### src/rtl/trap_controller.sv
// Machine-mode trap/MRET sequencer: drains the pipe, commits mepc/mcause/mtval,
// then issues one redirect to mtvec (trap) or mepc (return).
module trap_controller #(
  parameter int XLEN          = 32,
  parameter int DRAIN_TIMEOUT = 15
) (
  input  logic            clk_i,
  input  logic            rst_i,
  input  logic            exc_valid_i,
  output logic            exc_ready_o,
  input  logic [XLEN-1:0] exc_cause_i,
  input  logic [XLEN-1:0] exc_pc_i,
  input  logic [XLEN-1:0] exc_tval_i,
  input  logic            mret_valid_i,
  input  logic            pipe_empty_i,
  output logic            flush_o,
  output logic            redirect_valid_o,
  input  logic            redirect_ready_i,
  output logic [XLEN-1:0] redirect_pc_o,
  input  logic [11:0]     csr_sel_i,
  input  logic            csr_wr_i,
  input  logic [XLEN-1:0] csr_wdata_i,
  output logic [XLEN-1:0] csr_rdata_o,
  output logic            csr_hit_o,
  output logic            busy_o
);

  // state    | meaning
  // IDLE     | waiting for a request; exc_ready pulses here before leaving
  // DRAIN    | flushing until pipe_empty or the drain timeout
  // COMMIT   | trap only: write mepc/mcause/mtval
  // REDIRECT | hold redirect_valid/redirect_pc until fetch accepts
  typedef enum logic [1:0] {IDLE, DRAIN, COMMIT, REDIRECT} state_e;

  localparam logic [11:0]     CSR_MTVEC  = 12'h305;
  localparam logic [11:0]     CSR_MEPC   = 12'h341;
  localparam logic [11:0]     CSR_MCAUSE = 12'h342;
  localparam logic [11:0]     CSR_MTVAL  = 12'h343;
  localparam logic [3:0]      DRAIN_LAST = 4'(DRAIN_TIMEOUT - 1);
  localparam logic [XLEN-1:0] MTVEC_MASK = ~(XLEN'(3));
  localparam logic [XLEN-1:0] MEPC_MASK  = ~(XLEN'(1));

  state_e          state_q;
  logic            exc_ready_q, flush_q, redirect_valid_q, is_trap_q;
  logic [3:0]      drain_cnt_q;
  logic [XLEN-1:0] redirect_pc_q, cause_q, pc_q, tval_q;
  logic [XLEN-1:0] mtvec_q, mepc_q, mcause_q, mtval_q;
  logic            drain_done_d;

  assign drain_done_d = pipe_empty_i || (drain_cnt_q >= DRAIN_LAST);

  always_ff @(posedge clk_i or posedge rst_i) begin
    if (rst_i) begin
      state_q          <= IDLE;
      exc_ready_q      <= 1'b0;
      flush_q          <= 1'b0;
      redirect_valid_q <= 1'b0;
      is_trap_q        <= 1'b0;
      drain_cnt_q      <= '0;
      redirect_pc_q    <= '0;
      cause_q          <= '0;
      pc_q             <= '0;
      tval_q           <= '0;
      mtvec_q          <= '0;
      mepc_q           <= '0;
      mcause_q         <= '0;
      mtval_q          <= '0;
    end else begin
      exc_ready_q <= 1'b0;

      if (csr_wr_i) begin
        case (csr_sel_i)
          CSR_MTVEC:  mtvec_q  <= csr_wdata_i & MTVEC_MASK;
          CSR_MEPC:   mepc_q   <= csr_wdata_i & MEPC_MASK;
          CSR_MCAUSE: mcause_q <= csr_wdata_i;
          CSR_MTVAL:  mtval_q  <= csr_wdata_i;
          default: ;
        endcase
      end

      case (state_q)
        IDLE: begin
          if (exc_ready_q) begin
            state_q <= DRAIN;
            flush_q <= 1'b1;
          end else if (exc_valid_i || mret_valid_i) begin
            exc_ready_q <= 1'b1;
            is_trap_q   <= exc_valid_i;
            cause_q     <= exc_cause_i;
            pc_q        <= exc_pc_i;
            tval_q      <= exc_tval_i;
          end
        end
        DRAIN: begin
          if (drain_done_d) begin
            drain_cnt_q <= '0;
            if (is_trap_q) begin
              state_q <= COMMIT;
            end else begin
              state_q          <= REDIRECT;
              redirect_valid_q <= 1'b1;
              redirect_pc_q    <= mepc_q;
            end
          end else if (drain_cnt_q != 4'hF) begin
            drain_cnt_q <= drain_cnt_q + 4'd1;
          end
        end
        COMMIT: begin
          // Placed after the CSR write decode so the hardware update wins.
          mepc_q           <= pc_q & MEPC_MASK;
          mcause_q         <= cause_q;
          mtval_q          <= tval_q;
          state_q          <= REDIRECT;
          redirect_valid_q <= 1'b1;
          redirect_pc_q    <= mtvec_q;
        end
        REDIRECT: begin
          if (redirect_ready_i) begin
            state_q          <= IDLE;
            redirect_valid_q <= 1'b0;
            flush_q          <= 1'b0;
          end
        end
        default: state_q <= IDLE;
      endcase
    end
  end

  always_comb begin
    csr_hit_o   = 1'b0;
    csr_rdata_o = '0;
    case (csr_sel_i)
      CSR_MTVEC:  begin csr_hit_o = 1'b1; csr_rdata_o = mtvec_q;  end
      CSR_MEPC:   begin csr_hit_o = 1'b1; csr_rdata_o = mepc_q;   end
      CSR_MCAUSE: begin csr_hit_o = 1'b1; csr_rdata_o = mcause_q; end
      CSR_MTVAL:  begin csr_hit_o = 1'b1; csr_rdata_o = mtval_q;  end
      default: ;
    endcase
  end

  assign exc_ready_o      = exc_ready_q;
  assign flush_o          = flush_q;
  assign redirect_valid_o = redirect_valid_q;
  assign redirect_pc_o    = redirect_pc_q;
  assign busy_o           = (state_q != IDLE);

endmodule
### config.mk
export PLATFORM = sky130hd
export DESIGN_NAME = trap_controller
export DESIGN_NICKNAME = d
export VERILOG_FILES = /design/src/rtl/trap_controller.sv
export SDC_FILE = /design/constraint.sdc
export NUM_CORES = 1
export LEC_CHECK = 0
export BUFFER_PORTS_ARGS = -buffer_cell sky130_fd_sc_hd__buf_2
export CELL_PAD_IN_SITES_DETAIL_PLACEMENT = 0
export CELL_PAD_IN_SITES_GLOBAL_PLACEMENT = 2
export CORE_AREA = 3 3 184 186
export CTS_CLUSTER_DIAMETER = 30
export CTS_CLUSTER_SIZE = 14
export DETAILED_ROUTE_END_ITERATION = 10
export DIE_AREA = 0 0 187 189
export PLACE_DENSITY = 0.9
export SLEW_MARGIN = 15
export SYNTH_ARGS = -nofsm -noshare
export SYNTH_HDL_FRONTEND = slang
export SYNTH_SLANG_ARGS = --single-unit
### constraint.sdc
create_clock -name clk_i -period 12.2 [get_ports clk_i]
set_input_delay 2.44 -clock clk_i [delete_from_list [all_inputs] [get_ports clk_i]]
set_output_delay 2.44 -clock clk_i [all_outputs]
set_load 0.02 [all_outputs]
# Yosys cells after proc, flatten, opt, wreduce, memory -nomap -nowiden
# Cells that the tools add are included.
# word_totals
register_bits	264
inputBits	147
elab_cells	82
# op_classes
add_sub_neg	1
order_cmp	1
eq_ne	12
mux	30
n_bitwise	1
reduce_logical	23
# ops
operator	n
two-way mux 32 bit	11
one-hot mux 32 bit (4 select lines)	1
one-hot mux 32 bit (2 select lines)	1
equality test 12 x 10 -> 1 bit (second input constant)	4
nonzero test 2 bit	8
AND reduction 3 bit	4
AND reduction 2 bit	5
two-way mux 1 bit	9
two-way mux 4 bit	2
inequality test 2 bit (second input constant)	4
one-hot mux 2 bit (4 select lines)	1
two-way mux 2 bit	3
adder 4 x 1 -> 4 bit (second input constant)	1
equality test 2 bit (second input constant)	2
>= comparator 4 bit (second input constant)	1
inequality test 4 bit (second input constant)	1
AND reduction 4 bit	1
OR reduction 4 bit	1
one-hot mux 1 bit (3 select lines)	1
nonzero test 3 bit	1
equality test 2 x 1 -> 1 bit (second input constant)	1
logical NOT 2 bit	1
logical OR 1 bit	2
one-hot mux 1 bit (2 select lines)	1
inverter 1 bit	1

# Longest topological paths before layout
# Gate-level depths: netlist of run 1.
# logic_depth
word_depth	4
mapped_depth	8
depth_no_buf	6

# Worst setup path before layout of run 1
# No wires, ideal clock.
# synth_path
kind	input port to output port
startpoint	input port csr_sel_i[0]
endpoint	output port csr_rdata_o[10]
arrival_ps	3708
required_time_ps	9760
setup_slack_ps	6052
stages	4
n_path_buf	2
path_cell_list	buf_2 buf_1 mux2i_1 o21ai_0
# synth_between
elab_chain_cells	2
# synth_lines
item	line	text
from (decl)	20	input logic [11:0] csr_sel_i,
equality test 12 x 10 -> 1 bit	132	case (csr_sel_i)
one-hot mux 32 bit (4 select lines) *	132	
to (decl)	23	output logic [XLEN-1:0] csr_rdata_o,
# Every way passes the cells marked *; elsewhere a longest branch is shown, timed or not.

# Final worst setup path of run 1
# layout_path
startpoint	input port csr_sel_i[7]
endpoint	output port csr_rdata_o[31]
# Same word-level chain as after synthesis.

==> results of run 1 <==
## metal layers
metal | global-route usage [%] | vias up | part of all wire [%]
met1 | 21.8 | 4203 | 44
li1 | - | 3977 | -
met3 | 5.24 | 60 | 5.8
met4 | 6.78 | 6 | 2.1
met2 | 28.9 | 233 | 48
met5 | 0 | - | 0.10
## layout make-up
class / count / area [sq um] / share of cell area [%]
Inverter: 8 / 37.5 / 0.237
Tap cell: 442 / 553 / 3.49
Timing Repair Buffer: 226 / 1160 / 7.34
Antenna cell: 4 / 10.0 / 0.0631
Clock inverter: 32 / 480 / 3.03
Multi-Input combinational cell: 635 / 5100 / 32.2
Clock buffer: 92 / 1980 / 12.5
Sequential cell: 261 / 6530 / 41.2
## through the flow
stage                     worst slack, ns  power (mW)  util (%)  hold WS (ns)
final                                4.68        4.41      48.8         0.468
after global routing                 4.42        4.67      48.8         0.493
after CTS                            4.56        4.47      48.8         0.471
after detailed placement             4.54        2.54      41.2         0.466
after global placement               4.55        2.50      41.2         0.456
after floorplan                      2.58        2.24         -         0.446
## worst min path at each step
stage | to | slack, ns | start
after global routing | mtval_q[12] | 0.49 | tval_q[12]
after floorplan | mcause_q[21] | 0.45 | cause_q[21]
final | mtval_q[5] | 0.47 | tval_q[5]
after CTS | mtval_q[5] | 0.47 | tval_q[5]
after global placement | mtval_q[27] | 0.46 | tval_q[27]
after detailed placement | mcause_q[29] | 0.47 | cause_q[29]
## where the power goes
group	internal, mW	switching (mW)	total (mW)
registers	1.25	0.215	1.47
logic	0.530	0.523	1.05
clock network	1.36	0.530	1.89
## flip-flops by register name, summed over array words and instances, names as in the netlist
name,count
cause_q,32
drain_cnt_q,4
exc_ready_o,1
flush_o,1
is_trap_q,1
mcause_q,32
mepc_q,31
mtval_q,32
mtvec_q,30
pc_q,31
redirect_pc_o,31
redirect_valid_o,1
state_q,2
tval_q,32
## critical path: stages
cell and delay (ns):
buf_2 0.10, nor4bb_1 0.80, nand3_2 0.93, o21ai_0 0.56, buf_2 0.24
## kinds of logic after synthesis
group,after synthesis,synth area share (%)
buf+inv,74,2.79
other cells,1,0.0314
flops,261,54.8
mux,314,28.3
fa+ha+maj,7,0.734
simple gates,135,4.96
compound gates,178,8.40
## cells in the final DEF, fill, tap and decap left out, drive strengths merged, types with 2 or more instances in the layout
| cell | Yosys | final |
|---|---|---|
| dfrtp | 261 | 261 |
| nor2 | 8 | 8 |
| diode | 0 | 4 |
| clkinvlp | 0 | 6 |
| mux2 | 186 | 186 |
| a21oi | 4 | 4 |
| nand3 | 3 | 3 |
| buf | 31 | 226 |
| mux2i | 128 | 128 |
| ha | 7 | 7 |
| nor2b | 6 | 6 |
| nand2 | 104 | 104 |
| bufinv | 0 | 11 |
| clkbuf | 35 | 92 |
| a22o | 3 | 3 |
| nand4 | 3 | 3 |
| nand2b | 2 | 2 |
| nor4bb | 2 | 2 |
| o21ai | 134 | 134 |
| a22oi | 31 | 31 |
| clkinv | 0 | 13 |
| inv | 8 | 10 |
==> flow_metrics.env, run 1 <==
export IMPL_outcome="finished clean"
export IMPL_coreArea_sq_um=32500
export IMPL_setup_viol=0
export IMPL_worstPathArrival_ns=5.08
export IMPL_postSynth_asyncResetShare_pct=100
export IMPL_yosys_warnings=0
export IMPL_worstMarginPinSlew_ns=1.02
export IMPL_startpoint_type="input port"
export IMPL_rsz0062_at_grt="no"
export IMPL_power_density_cell_area_nw_per_um2=278
export IMPL_wl_per_cell_microns=18.2
export IMPL_timing_setup_tns_ns=0
export IMPL_total_leakage_power_nw=7.91
export IMPL_synth_distinct_cells=36
export IMPL_holdPathStages=2
export IMPL_synthFlopType="dfrtp_1"
export IMPL_synth_top_area_share_pct=54.8
export IMPL_final_hold_viol_count=0
export IMPL_num_rows=66
export IMPL_ys_seq_area_share_pct=54.8
export IMPL_num_vias=8479
export IMPL_die_area_sq_um=35300
export IMPL_gp_congestion=0.733
export IMPL_post_cts_buffers=0
export IMPL_first_global_vias=8966
export IMPL_syn_nets=1124
export IMPL_cp_endpoint="csr_rdata_o[31]"
export IMPL_drc=0
export IMPL_areaGrowthSynthToFinish_pct=32.9
export IMPL_nNetsFinal=1354
export IMPL_netlist_instances=970
export IMPL_synth_edf_count=0
export IMPL_synth_seq_cells=261
export IMPL_drive_gt1_share_pct=40.4
export IMPL_drt_pass1_iter_count=4
export IMPL_cts_num_sinks=261
export IMPL_root_buffer="clkbuf_16"
export IMPL_worstReg2RegEnd="cause_q[15]"
export IMPL_maxSlewViolCount=0
export IMPL_initial_core_util_pct=36.7
export IMPL_grt_pass1_wl_microns=49100
export IMPL_synth_commonest_cells="261 x dfrtp_1, 156 x mux2_2, 134 x o21ai_0"
export IMPL_cts_buffers=68
export IMPL_final_area_sq_um=15900
export IMPL_min_period_ns=7.52
export IMPL_htree_levels=3
export IMPL_fin_crit_sh_pct=61.7
export IMPL_hold_class="flip-flop to flip-flop"
export IMPL_routed_via_density=4.99
export IMPL_synthTopCellsByArea="dfrtp_1 55%, mux2_2 15%, mux2i_1 11%"
export IMPL_die_y_microns=189
export IMPL_cts_clk_slew_worst_paths_ns=0.04
export IMPL_overflow=0
export IMPL_syn_area_per_cell_sq_um=12.3
export IMPL_cp_required_ns=9.76
export IMPL_cp_max_fo=32
export IMPL_worst_clock_skew_ns=0.0263
export IMPL_cts_buffer_depth=3
export IMPL_yosys_cell_count_top_type="dfrtp_1"
export IMPL_crit_start="csr_sel_i[7]"
export IMPL_endpoint_kind="output port"
export IMPL_slew_headroom_pct=32.2
export IMPL_fp_dieW_microns=187
export IMPL_nFillCells=2933
export IMPL_antenna_found_initial=7
export IMPL_grt_usage_pct=17.5
export IMPL_regToRegSetupSlack_ns=9.31
export IMPL_antenna_left=0
export IMPL_max_freq_mhz=133
export IMPL_hpwl_microns=19400
export IMPL_path_class="input port to output port"
export IMPL_reg2reg_from="state_q[0]"
export IMPL_clkLatencyLatePin_ns=0.56
export IMPL_place_area_sq_um=13400
export IMPL_drt_total_wl_microns=31000
export IMPL_drt_initial_drc_count=373
export IMPL_ctsHoldBuffers=0
export IMPL_r2r_cells=7
export IMPL_ctsResizeCount=0
export IMPL_ioPinCount=216
export IMPL_drv_cap=0
export IMPL_placedCellCount=1572
export IMPL_grt_max_degree=114
export IMPL_synth_cell_area_sq_um=11900
export IMPL_port_buffers=213
export IMPL_peakVddDrop_uv=115
export IMPL_yosysTopAreaCell="dfrtp_1"
export IMPL_final_cells=1700
export IMPL_tritoncts="built"
Power figures use the tool's default switching activity.
==> inputs of run 2 (changes only) <==
--- a/config.mk
+++ b/config.mk
@@ -8,12 +8,12 @@
 export BUFFER_PORTS_ARGS = -buffer_cell sky130_fd_sc_hd__buf_2
 export CELL_PAD_IN_SITES_DETAIL_PLACEMENT = 0
 export CELL_PAD_IN_SITES_GLOBAL_PLACEMENT = 2
-export CORE_AREA = 3 3 184 186
+export CORE_AREA = 3 3 192 194
 export CTS_CLUSTER_DIAMETER = 30
 export CTS_CLUSTER_SIZE = 14
 export DETAILED_ROUTE_END_ITERATION = 10
-export DIE_AREA = 0 0 187 189
-export PLACE_DENSITY = 0.9
+export DIE_AREA = 0 0 195 197
+export PLACE_DENSITY = 0.87
 export SLEW_MARGIN = 15
 export SYNTH_ARGS = -nofsm -noshare
 export SYNTH_HDL_FRONTEND = slang
==> constraint.sdc (replaced) <==
create_clock -name clk_i -period 6.6 [get_ports clk_i]
set_input_delay 1.32 -clock clk_i [delete_from_list [all_inputs] [get_ports clk_i]]
set_output_delay 1.32 -clock clk_i [all_outputs]
set_load 0.02 [all_outputs]
==> run 2 against run 1 <==
Effect of this change: critical path depth up 1; total power up 75%; combinational power up 87%; sequential power up 84%; die area up 8.7%; highest routed layer unchanged; register-to-register slack worse by 5.6 ns; largest power group unchanged.
==> flow_metrics.env, run 2 (synthesized netlist as in run 1, its figures left out) <==
export IMPL_worst_slack_ns=1.39
export IMPL_cts_num_sinks=261
export IMPL_drt_initial_drc_count=348
export IMPL_hold_class="flip-flop to flip-flop"
export IMPL_port_buffers=213
export IMPL_areaGrowthSynthToFinish_pct=30.5
export IMPL_ioPinCount=216
export IMPL_path_class="input port to output port"
export IMPL_fp_dieW_microns=195
export IMPL_max_freq_mhz=192
export IMPL_slew_headroom_pct=36.1
export IMPL_die_y_microns=197
export IMPL_path_cells="buf_2 -> nor4bb_2 -> and4_2 -> a22oi_1 -> o21ai_0 -> buf_2"
export IMPL_pre_cts_ws_ns=1.33
export IMPL_crit_start="csr_sel_i[7]"
export IMPL_hpwl_microns=19600
export IMPL_nNetsFinal=1346
export IMPL_outcome="finished clean"
export IMPL_reg2reg_from="state_q[0]"
export IMPL_timing_setup_tns_ns=0
export IMPL_antenna_found_initial=2
export IMPL_nFillCells=3326
export IMPL_drive_gt1_share_pct=39.8
export IMPL_antenna_cells=0
export IMPL_cp_top_family="simple AND/OR/NAND/NOR gates"
export IMPL_min_period_ns=5.21
export IMPL_worstPathArrival_ns=3.89
export IMPL_cp_slowest_cell="and4_2"
export IMPL_hp_start="cause_q[18]"
export IMPL_place_area_sq_um=13400
export IMPL_endpoint_kind="output port"
export IMPL_tritoncts="built"
export IMPL_peakVddDrop_uv=246
export IMPL_ctsHoldBuffers=0
export IMPL_grt_usage_pct=16.6
export IMPL_first_global_vias=8915
export IMPL_post_cts_buffers=0
export IMPL_rsz0062_at_grt="no"
export IMPL_cts_buffer_depth=3
export IMPL_routed_via_density=4.92
export IMPL_overflow=0
export IMPL_startpoint_type="input port"
export IMPL_htree_levels=2
export IMPL_cts_buffers=60
export IMPL_die_area_sq_um=38400
export IMPL_drv_cap=0
export IMPL_drt_pass1_iter_count=6
export IMPL_drc=0
export IMPL_cts_clk_slew_worst_paths_ns=0.05
export IMPL_worstMarginPinSlew_ns=0.959
export IMPL_gp_congestion=0.721
export IMPL_grt_max_degree=136
export IMPL_cpPeakStageDelay_ns=1.05
export IMPL_total_leakage_power_nw=7.75
export IMPL_final_area_sq_um=15600
export IMPL_final_hold_viol_count=0
export IMPL_wl_per_cell_microns=18.7
export IMPL_layout_common_cells="261 x dfrtp_1, 213 x buf_2, 156 x mux2_2"
export IMPL_drt_total_wl_microns=31900
export IMPL_initial_core_util_pct=33.7
export IMPL_antenna_left=0
export IMPL_timing_critical_path_mode_cell="buf_2"
export IMPL_maxSlewViolCount=0
export IMPL_cp_max_fo=30
export IMPL_power_density_cell_area_nw_per_um2=496
export IMPL_grt_pass1_wl_microns=50300
export IMPL_cp_required_ns=5.28
export IMPL_p_total_mw=7.71
export IMPL_num_vias=8361
export IMPL_setup_viol=0
export IMPL_fin_crit_sh_pct=79.0
export IMPL_num_rows=69
export IMPL_ctsResizeCount=0
export IMPL_worst_clock_skew_ns=0.0142
export IMPL_path_buf_inv=2
export IMPL_coreArea_sq_um=35400
export IMPL_final_common_cell="dfrtp_1"
export IMPL_clkLatencyLatePin_ns=0.57
export IMPL_root_buffer="clkbuf_16"
==> run 2: worst paths after layout <==
path / endpoint / slack [ns] / depth (start not counted)
setup reg to reg: redirect_pc_o[22] / 3.70 / 5
hold reg to reg: mcause_q[18] / 0.47 / 2
min in group asynchronous: tval_q[24] / 0.89 / 3
max in group asynchronous: tval_q[11] / 4.50 / 4
hold / removal: mcause_q[18] / 0.47 / 2
setup / recovery: csr_rdata_o[29] / 1.39 / 6
==> run 2: per-stage QoR <==
stage,util [%],std cells,hold slack (ns)
2_1_floorplan,-,970,0.446
3_3_place_gp,38.0,1591,0.454
3_5_place_dp,38.0,1591,0.464
4_1_cts,44.0,1701,0.477
5_1_grt,44.0,1701,0.502
6_report,44.0,1701,0.469
==> run 2: area by class of cell <==
type                       count  area (sq um)  area share (%)
sequential                   261          6530            42.0
tap                          461           577            3.71
timing repair buffer         226          1190            7.64
multi-input combinational    635          5110            32.8
clock inverter                28           395            2.54
clock buffer                  82          1730            11.1
inverter                       8          33.8           0.217
==> run 2: power breakdown <==
part           switching, mW  internal (mW)
Sequential             0.382           2.32
Clock                  0.902           2.15
Combinational          0.977          0.981
==> run 2: tightest hold or removal path: stages, from the launching register on <==
cell and delay, ns:
dfrtp_1 0.33, nand2_1 0.05, o21ai_0 0.06
==> run 2: layer usage <==
layer | vias to the layer above | global-route usage, % | wire, microns | share of wire, %
li1 | 3927 | - | - | -
met1 | 4178 | 21.1 | 13800 | 43
met2 | 196 | 27.8 | 15600 | 49
met3 | 56 | 3.83 | 1770 | 5.6
met4 | 4 | 6.05 | 719 | 2.3
met5 | - | 0 | 21 | 0.066
